[src/rtl/seq_restoring_divider.sv]
// Iterative restoring divider for DIV/DIVU, one quotient bit per clock.
// Define DIVIDER_SIGNED_EN to add the signed (DIV) magnitude and negate path.
module seq_restoring_divider #(
    parameter int WIDTH = 32,
    parameter int CNT_W = 6
) (
    input  logic             clk,
    input  logic             rst,
    input  logic             start,
    input  logic             is_signed,
    input  logic [WIDTH-1:0] dividend,
    input  logic [WIDTH-1:0] divisor,
    output logic             busy,
    output logic             done,
    output logic [WIDTH-1:0] quotient,
    output logic [WIDTH-1:0] remainder,
    output logic             div_by_zero,
    output logic             restore_sel
);

    typedef enum logic [1:0] {IDLE, RUN, DONE} state_t;

    state_t           state, state_nxt;
    logic [WIDTH-1:0] rem_acc, quo_acc, dsr_mag, dvd_orig;
    logic [CNT_W-1:0] cnt;
    logic             dbz;

    logic [WIDTH-1:0] shifted, rem_nxt, quo_nxt;
    logic [WIDTH-1:0] dvd_in_mag, dsr_in_mag, q_fix, r_fix;
    logic [WIDTH:0]   trial;
    logic             last;

`ifdef DIVIDER_SIGNED_EN
    logic neg_q, neg_r, sgn_a, sgn_b;

    always_comb begin
        sgn_a      = is_signed & dividend[WIDTH-1];
        sgn_b      = is_signed & divisor[WIDTH-1];
        dvd_in_mag = sgn_a ? -dividend : dividend;
        dsr_in_mag = sgn_b ? -divisor : divisor;
        q_fix      = neg_q ? -quo_nxt : quo_nxt;
        r_fix      = neg_r ? -rem_nxt : rem_nxt;
    end
`else
    logic unused_sign;

    assign unused_sign = is_signed;

    always_comb begin
        dvd_in_mag = dividend;
        dsr_in_mag = divisor;
        q_fix      = quo_nxt;
        r_fix      = rem_nxt;
    end
`endif

    // Borrow out of the WIDTH+1 trial subtract decides keep vs. restore.
    always_comb begin
        shifted     = {rem_acc[WIDTH-2:0], quo_acc[WIDTH-1]};
        trial       = {1'b0, shifted} - {1'b0, dsr_mag};
        restore_sel = (state == RUN) & ~trial[WIDTH];
        rem_nxt     = restore_sel ? trial[WIDTH-1:0] : shifted;
        quo_nxt     = {quo_acc[WIDTH-2:0], restore_sel};
        last        = (cnt == CNT_W'(1));
    end

    always_ff @(posedge clk or posedge rst) begin
        if (rst) state <= IDLE;
        else     state <= state_nxt;
    end

    always_comb begin
        state_nxt = state;
        busy      = 1'b0;
        done      = 1'b0;
        unique case (state)
            IDLE: if (start) state_nxt = RUN;
            RUN: begin
                busy = 1'b1;
                if (last) state_nxt = DONE;
            end
            DONE: begin
                done      = 1'b1;
                state_nxt = IDLE;
            end
            default: state_nxt = IDLE;
        endcase
    end

    always_ff @(posedge clk or posedge rst) begin
        if (rst) begin
            rem_acc   <= '0;
            quo_acc   <= '0;
            dsr_mag   <= '0;
            dvd_orig  <= '0;
            cnt       <= '0;
            dbz       <= 1'b0;
            quotient  <= '0;
            remainder <= '0;
`ifdef DIVIDER_SIGNED_EN
            neg_q     <= 1'b0;
            neg_r     <= 1'b0;
`endif
        end else if (state == IDLE && start) begin
            rem_acc  <= '0;
            quo_acc  <= dvd_in_mag;
            dsr_mag  <= dsr_in_mag;
            dvd_orig <= dividend;
            cnt      <= CNT_W'(WIDTH);
            dbz      <= (divisor == '0);
`ifdef DIVIDER_SIGNED_EN
            neg_q    <= sgn_a ^ sgn_b;
            neg_r    <= sgn_a;
`endif
        end else if (state == RUN) begin
            rem_acc <= rem_nxt;
            quo_acc <= quo_nxt;
            cnt     <= cnt - CNT_W'(1);
            // Zero divisor reports all-ones and the untouched dividend.
            if (last) begin
                quotient  <= dbz ? '1 : q_fix;
                remainder <= dbz ? dvd_orig : r_fix;
            end
        end
    end

    assign div_by_zero = dbz;

endmodule

[config.mk]
export PLATFORM = sky130hd
export DESIGN_NAME = seq_restoring_divider
export DESIGN_NICKNAME = d
export VERILOG_FILES = /design/src/rtl/seq_restoring_divider.sv
export SDC_FILE = /design/constraint.sdc
export NUM_CORES = 1
export LEC_CHECK = 0
export BUFFER_PORTS_ARGS = -buffer_cell sky130_fd_sc_hd__buf_4
export CORE_MARGIN = 3
export CORE_UTILIZATION = 50
export CTS_BUF_LIST = sky130_fd_sc_hd__clkbuf_4
export CTS_CLUSTER_DIAMETER = 150
export CTS_CLUSTER_SIZE = 40
export DETAILED_ROUTE_END_ITERATION = 7
export GPL_ROUTABILITY_DRIVEN = 0
export PLACE_DENSITY_LB_ADDON = 0.3
export SLEW_MARGIN = 20
export SYNTH_ARGS = -nofsm -noshare
export SYNTH_HDL_FRONTEND = slang
export SYNTH_SLANG_ARGS = --single-unit
export TNS_END_PERCENT = 10
[constraint.sdc]
create_clock -name clk -period 8.2 [get_ports clk]
set_input_delay 0.41 -clock clk [delete_from_list [all_inputs] [get_ports clk]]
set_output_delay 0.41 -clock clk [all_outputs]
set_load 0.02 [all_outputs]
; ---- Word-level counts from Yosys, hierarchy flattened
; Cells that the tools add are included.
[word_totals]
in_bits = 68
reg_bits = 200
word_cells = 39
output_inout_bits = 68
[classes]
eq_ne = 5
reduce_logical = 6
muxes = 14
n_bitwise = 3
add_sub_neg = 2
[ops]
columns = operator, count
row1 = $mux W32, 5
row2 = $mux W31, 2
row3 = $sub A32 B32 Y33, 1
row4 = $logic_not A32 Y1, 1
row5 = $mux W6, 2
row6 = $eq A6 B1 Y1 const B, 1
row7 = $sub A6 B1 Y6 const B, 1
row8 = $mux W2, 2
row9 = $ne A2 B2 Y1 const B, 2
row10 = $pmux W2 S2, 1
row11 = $reduce_and A3 Y1, 1
row12 = $eq A2 B1 Y1 const B, 1
row13 = $eq A2 B2 Y1 const B, 1
row14 = $logic_not A2 Y1, 1
row15 = $mux W1, 2
row16 = $not A1 Y1, 2
row17 = $reduce_and A2 Y1, 1
row18 = $reduce_bool A2 Y1, 1
row19 = $and A1 B1 Y1, 1
row20 = $logic_and A1 B1 Y1, 1

; ---- Longest topological paths before layout
[logic_depth]
word_depth = 6
mapped_depth = 15

; ---- Worst setup path after synthesis
; No wires, ideal clock.
[synth_timing]
path_kind = register to output
from = register quo_acc[31]
to = output restore_sel
setup_slack_ns = 5.245
arrival_ns = 2.545
required_ns = 7.790
stages_incl_launch_ff = 13
path_cell_list = dfrtp_1 > inv_1 > ha_1 > fa_1 > nand2b_1 > a21oi_2 > o211ai_1 > a2111oi_4 > o21a_1 > buf_6 > nand2_4 > inv_6 > buf_4
[synth_via]
elab_chain_cells = 3
[synth_rtl]
columns = element, line
row1 = start: declaration, 24  ; logic [WIDTH-1:0] rem_acc, quo_acc, dsr_mag, dvd_orig;
row2 = start signal: assignment, 106  ; quo_acc <= dvd_in_mag;
row3 = start signal: assignment, 117  ; quo_acc <= quo_nxt;
row4 = $sub A32 B32 Y33, 60  ; trial = {1'b0, shifted} - {1'b0, dsr_mag};
row5 = $not A1 Y1, 61  ; restore_sel = (state == RUN) & ~trial[WIDTH];
row6 = $and A1 B1 Y1, 61
row7 = end: declaration, 18  ; output logic restore_sel
; Every way passes these cells.

; ---- Worst setup path in the final report
; Same ends and word-level chain as after synthesis.

==> impl_metrics.py <==
metrics = {
    "status": {
        "status": "finished, violations left",
        "violations": "negative hold slack",
    },
    "timing": {
        "slew_viol_final": 0,
        "fin_crit_sh": 0.6167,
        "final.hold.worst_slack_ps": -0.9925,
        "timing.slew.headroom": 0.2868,
        "setup_skew_after_layout_ps": 19.26,
        "report.final.hold_viol_count": 2,
        "grt_setup_unrepaired": "false",
        "min_period_ps": 5057,
        "timing.fmax_mhz": 197.8,
        "actual_slew_at_the_worst_max_slew_pin_ps": 1070,
        "total_negative_slack_for_setup_checks_ps": 0,
        "finish_stage_setup_viols": 0,
    },
    "power": {
        "power.density_nw_per_um2": 127.1,
        "ir_worst_vdd_uv": 70.40,
        "p_leak_nw": 6.248,
        "power_w": 0.001559,
    },
    "floorplanning": {
        "fp-row-count": 52,
        "io_pins": 136,
        "initial_core_util": 0.5176,
        "design.die.area_um2": 23070,
        "floorplan.core_area_um2": 20560,
        "die_x_um": 151.9,
        "die_height_um": 151.9,
    },
    "clock_network": {
        "cts_htree_levels": 4,
        "clock_insertion_delay_worst_skew_ps": 600,
        "clockRootBuffer": "sky130_fd_sc_hd__clkbuf_4",
        "clkSlewWorstSetupHoldPaths_ps": 170,
        "cts.repair_timing.setup_buffer_count": 0,
        "cts.sinks": 200,
        "number_of_buffers_created_by_cts": 17,
        "clockBufferDepth": 2,
        "number_of_gates_given_a_new_drive_strength_after_cts": 0,
        "cts_tree": "done",
    },
    "route": {
        "postRouteAntennaNets": 0,
        "wirelength_um": 26350,
        "wl_per_cell_um": 16.21,
        "drc_errors": 0,
        "firstDrtPassIters": 5,
        "drt-initial-drc-count": 678,
        "route.detailed.vias_per_inst": 5.568,
        "via_count": 9048,
    },
    "logic_synthesis": {
        "synth-seq-cells": 200,
        "ys_top_cells_by_area": "sky130_fd_sc_hd__dfrtp_1 (47%), sky130_fd_sc_hd__nand2_1 (10%), sky130_fd_sc_hd__o21ai_0 (6.3%)",
        "yosysWarnings": 0,
        "syn_inst": 1228,
        "synth.distinct_cells": 60,
        "synth_largest_type_area_fraction": 0.4703,
        "ys.flop_type": "sky130_fd_sc_hd__dfrtp_1",
        "top_cell_type_by_total_area_after_synthesis": "sky130_fd_sc_hd__dfrtp_1",
        "post_synthesis_sequential_area_ratio": 0.4703,
        "postSynthAreaPerCell_um2": 8.667,
        "synthesis.area_um2": 10640,
        "synth_enable_flop_cells": 0,
        "syn-num-nets": 1331,
        "ys_async_sr_fraction": 1.000,
    },
    "grt": {
        "antenna_found_initial": 1,
        "grt_pass1_wl_um": 43440,
        "global_route_usage_over_all_layers": 0.2231,
        "overflow": 0,
        "grt_pass1_vias": 8362,
        "grt_start_max_net_pins": 141,
    },
    "layout": {
        "post-route-util": 0.5966,
        "count_of_non_filler_cells_in_the_finished_layout": 1625,
        "nets": 1444,
        "post-route-cell-area_um2": 12270,
        "syn2layout_area_growth_pct": 15.26,
        "fraction_of_layout_cells_with_a_size_suffix_above_1": 0.1388,
    },
    "worst_setup_path": {
        "critical_path_arrival_ps": 4650,
        "critical_path.max_fanout": 36,
        "crit_type": "flip-flop to output port",
        "timing.critical_path.to_type": "output port",
        "worst-endpoint-required_ps": 7790,
        "worstSetupStartpointType": "flip-flop",
    },
    "placed_design": {
        "post_dp_cell_area_um2": 11740,
        "hpwl_um": 18640,
        "number_of_i_o_port_buffers": 134,
        "placed_cells": 1564,
    },
    "worst_hold_path": {
        "timing.hold.worst.class": "input port to asynchronous set/reset pin",
    },
    "job": {
        "number_of_violations_of_the_max_capacitance_limit": 0,
    },
}
[report_power, final]
group	switching, W	internal (W)
clock	0.000355	0.000127
sequential	0.00000509	0.000990
combinational	0.0000444	0.0000371
[cell type report]
cell class / instances / area (µm²)
tap: 270 / 337.8
antenna: 1 / 2.502
clock buffer: 17 / 127.6
inverter: 46 / 185.2
sequential: 200 / 5005
timing repair buffer: 172 / 1361
multi-input combinational: 904 / 5129
clock inverter: 15 / 118.9
fill: 1844 / 8293
[per-stage QoR]
step                setup slack [ps]  hold WS (ps)
global route                    2884         1.774
finish                          3143       -0.9925
CTS                             3127        0.2598
floorplan                       2336         437.4
detailed placement              3816         456.3
global placement                3815         451.3
[cells in the mapped netlist (all sizes together) (4+ instances only)]
cell type and number:
o21bai 4, buf 18, o22ai 4, and2 4
clkbuf 60, and3 23, inv 46, o21ai 174
nand3 14, o211ai 7, nor3 14, a31oi 10
and3b 30, dfrtp 200, o21a 6, a211oi 7
or3 6, mux2i 35, nor4 10, nand2b 7
a21o 8, nand2 296, xnor2 16, ha 34
nand4 10, a32oi 10, nor2 39, a21oi 94
xor2 13
[routing by layer]
metal  vias up  share of wire  global-route usage
met5         -              0                   0
met4         0          0.011             0.04580
met3        23          0.053             0.03242
met2       283           0.45              0.3429
met1      4277           0.49              0.3395
li1       4465              -                   -
[critical path, cell delays in order, from the launching register on]
cell and delay [ps]:
sky130_fd_sc_hd__dfrtp_1 460, sky130_fd_sc_hd__inv_1 70, sky130_fd_sc_hd__ha_1 220, sky130_fd_sc_hd__fa_1 400, sky130_fd_sc_hd__nand2b_1 200, sky130_fd_sc_hd__a21oi_2 230, sky130_fd_sc_hd__o211ai_1 220, sky130_fd_sc_hd__a2111oi_4 410
sky130_fd_sc_hd__o21a_1 870, sky130_fd_sc_hd__nand2_4 350, sky130_fd_sc_hd__inv_6 380, sky130_fd_sc_hd__buf_4 210
[cell families (layout without fill, tap and decap cells)]
group / count (synthesis) / in the layout / synth area share
other: 0 / 1 / 0
AND/OR/NAND/NOR: 460 / 460 / 0.1963
buffers and inverters: 124 / 250 / 0.04926
XOR/XNOR: 29 / 29 / 0.02387
adder cells (fa/ha/maj): 35 / 35 / 0.04185
multiplexers: 35 / 35 / 0.03292
AO/OA/AOI/OAI: 345 / 345 / 0.1855
flip-flops: 200 / 200 / 0.4703
[cell usage in the layout (no fill, tap or decap), types with 13 or more instances in the layout]
master,count
sky130_fd_sc_hd__nand2_1,294
sky130_fd_sc_hd__dfrtp_1,200
sky130_fd_sc_hd__buf_4,144
sky130_fd_sc_hd__o21ai_0,133
sky130_fd_sc_hd__a21oi_1,93
sky130_fd_sc_hd__inv_1,43
sky130_fd_sc_hd__o21ai_1,41
sky130_fd_sc_hd__nor2_1,39
sky130_fd_sc_hd__mux2i_1,35
sky130_fd_sc_hd__ha_1,34
sky130_fd_sc_hd__and3b_1,30
sky130_fd_sc_hd__dlygate4sd3_1,28
sky130_fd_sc_hd__and3_1,23
sky130_fd_sc_hd__clkbuf_4,17
sky130_fd_sc_hd__xnor2_1,16
sky130_fd_sc_hd__nand3_1,14
sky130_fd_sc_hd__nor3_1,14
sky130_fd_sc_hd__xor2_1,13
[worst paths after layout]
path	start	end	slack (ps)	cells after the start
min in group clk	dividend[28]	dvd_orig[28]	20	3
setup reg to reg	quo_acc[31]	remainder[14]	3770	12
max in group asynchronous	rst	dsr_mag[16]	6900	3
hold / removal	rst	quotient[24]	-1	2
hold reg to reg	quotient[23]	quotient[23]	490	2
setup / recovery	quo_acc[31]	restore_sel	3140	11
[sequential cells by signal, indices dropped and copies added, names as in the netlist]
register / cells
cnt: 6
div_by_zero: 1
dsr_mag: 32
dvd_orig: 32
quo_acc: 32
quotient: 32
rem_acc: 31
remainder: 32
state: 2
[timing repair]
action                                  CTS  global route
endpoints found under the setup margin    0             0
hold endpoints to repair                 28             0
hold buffers                             28             0
Power figures use the tool's default switching activity.
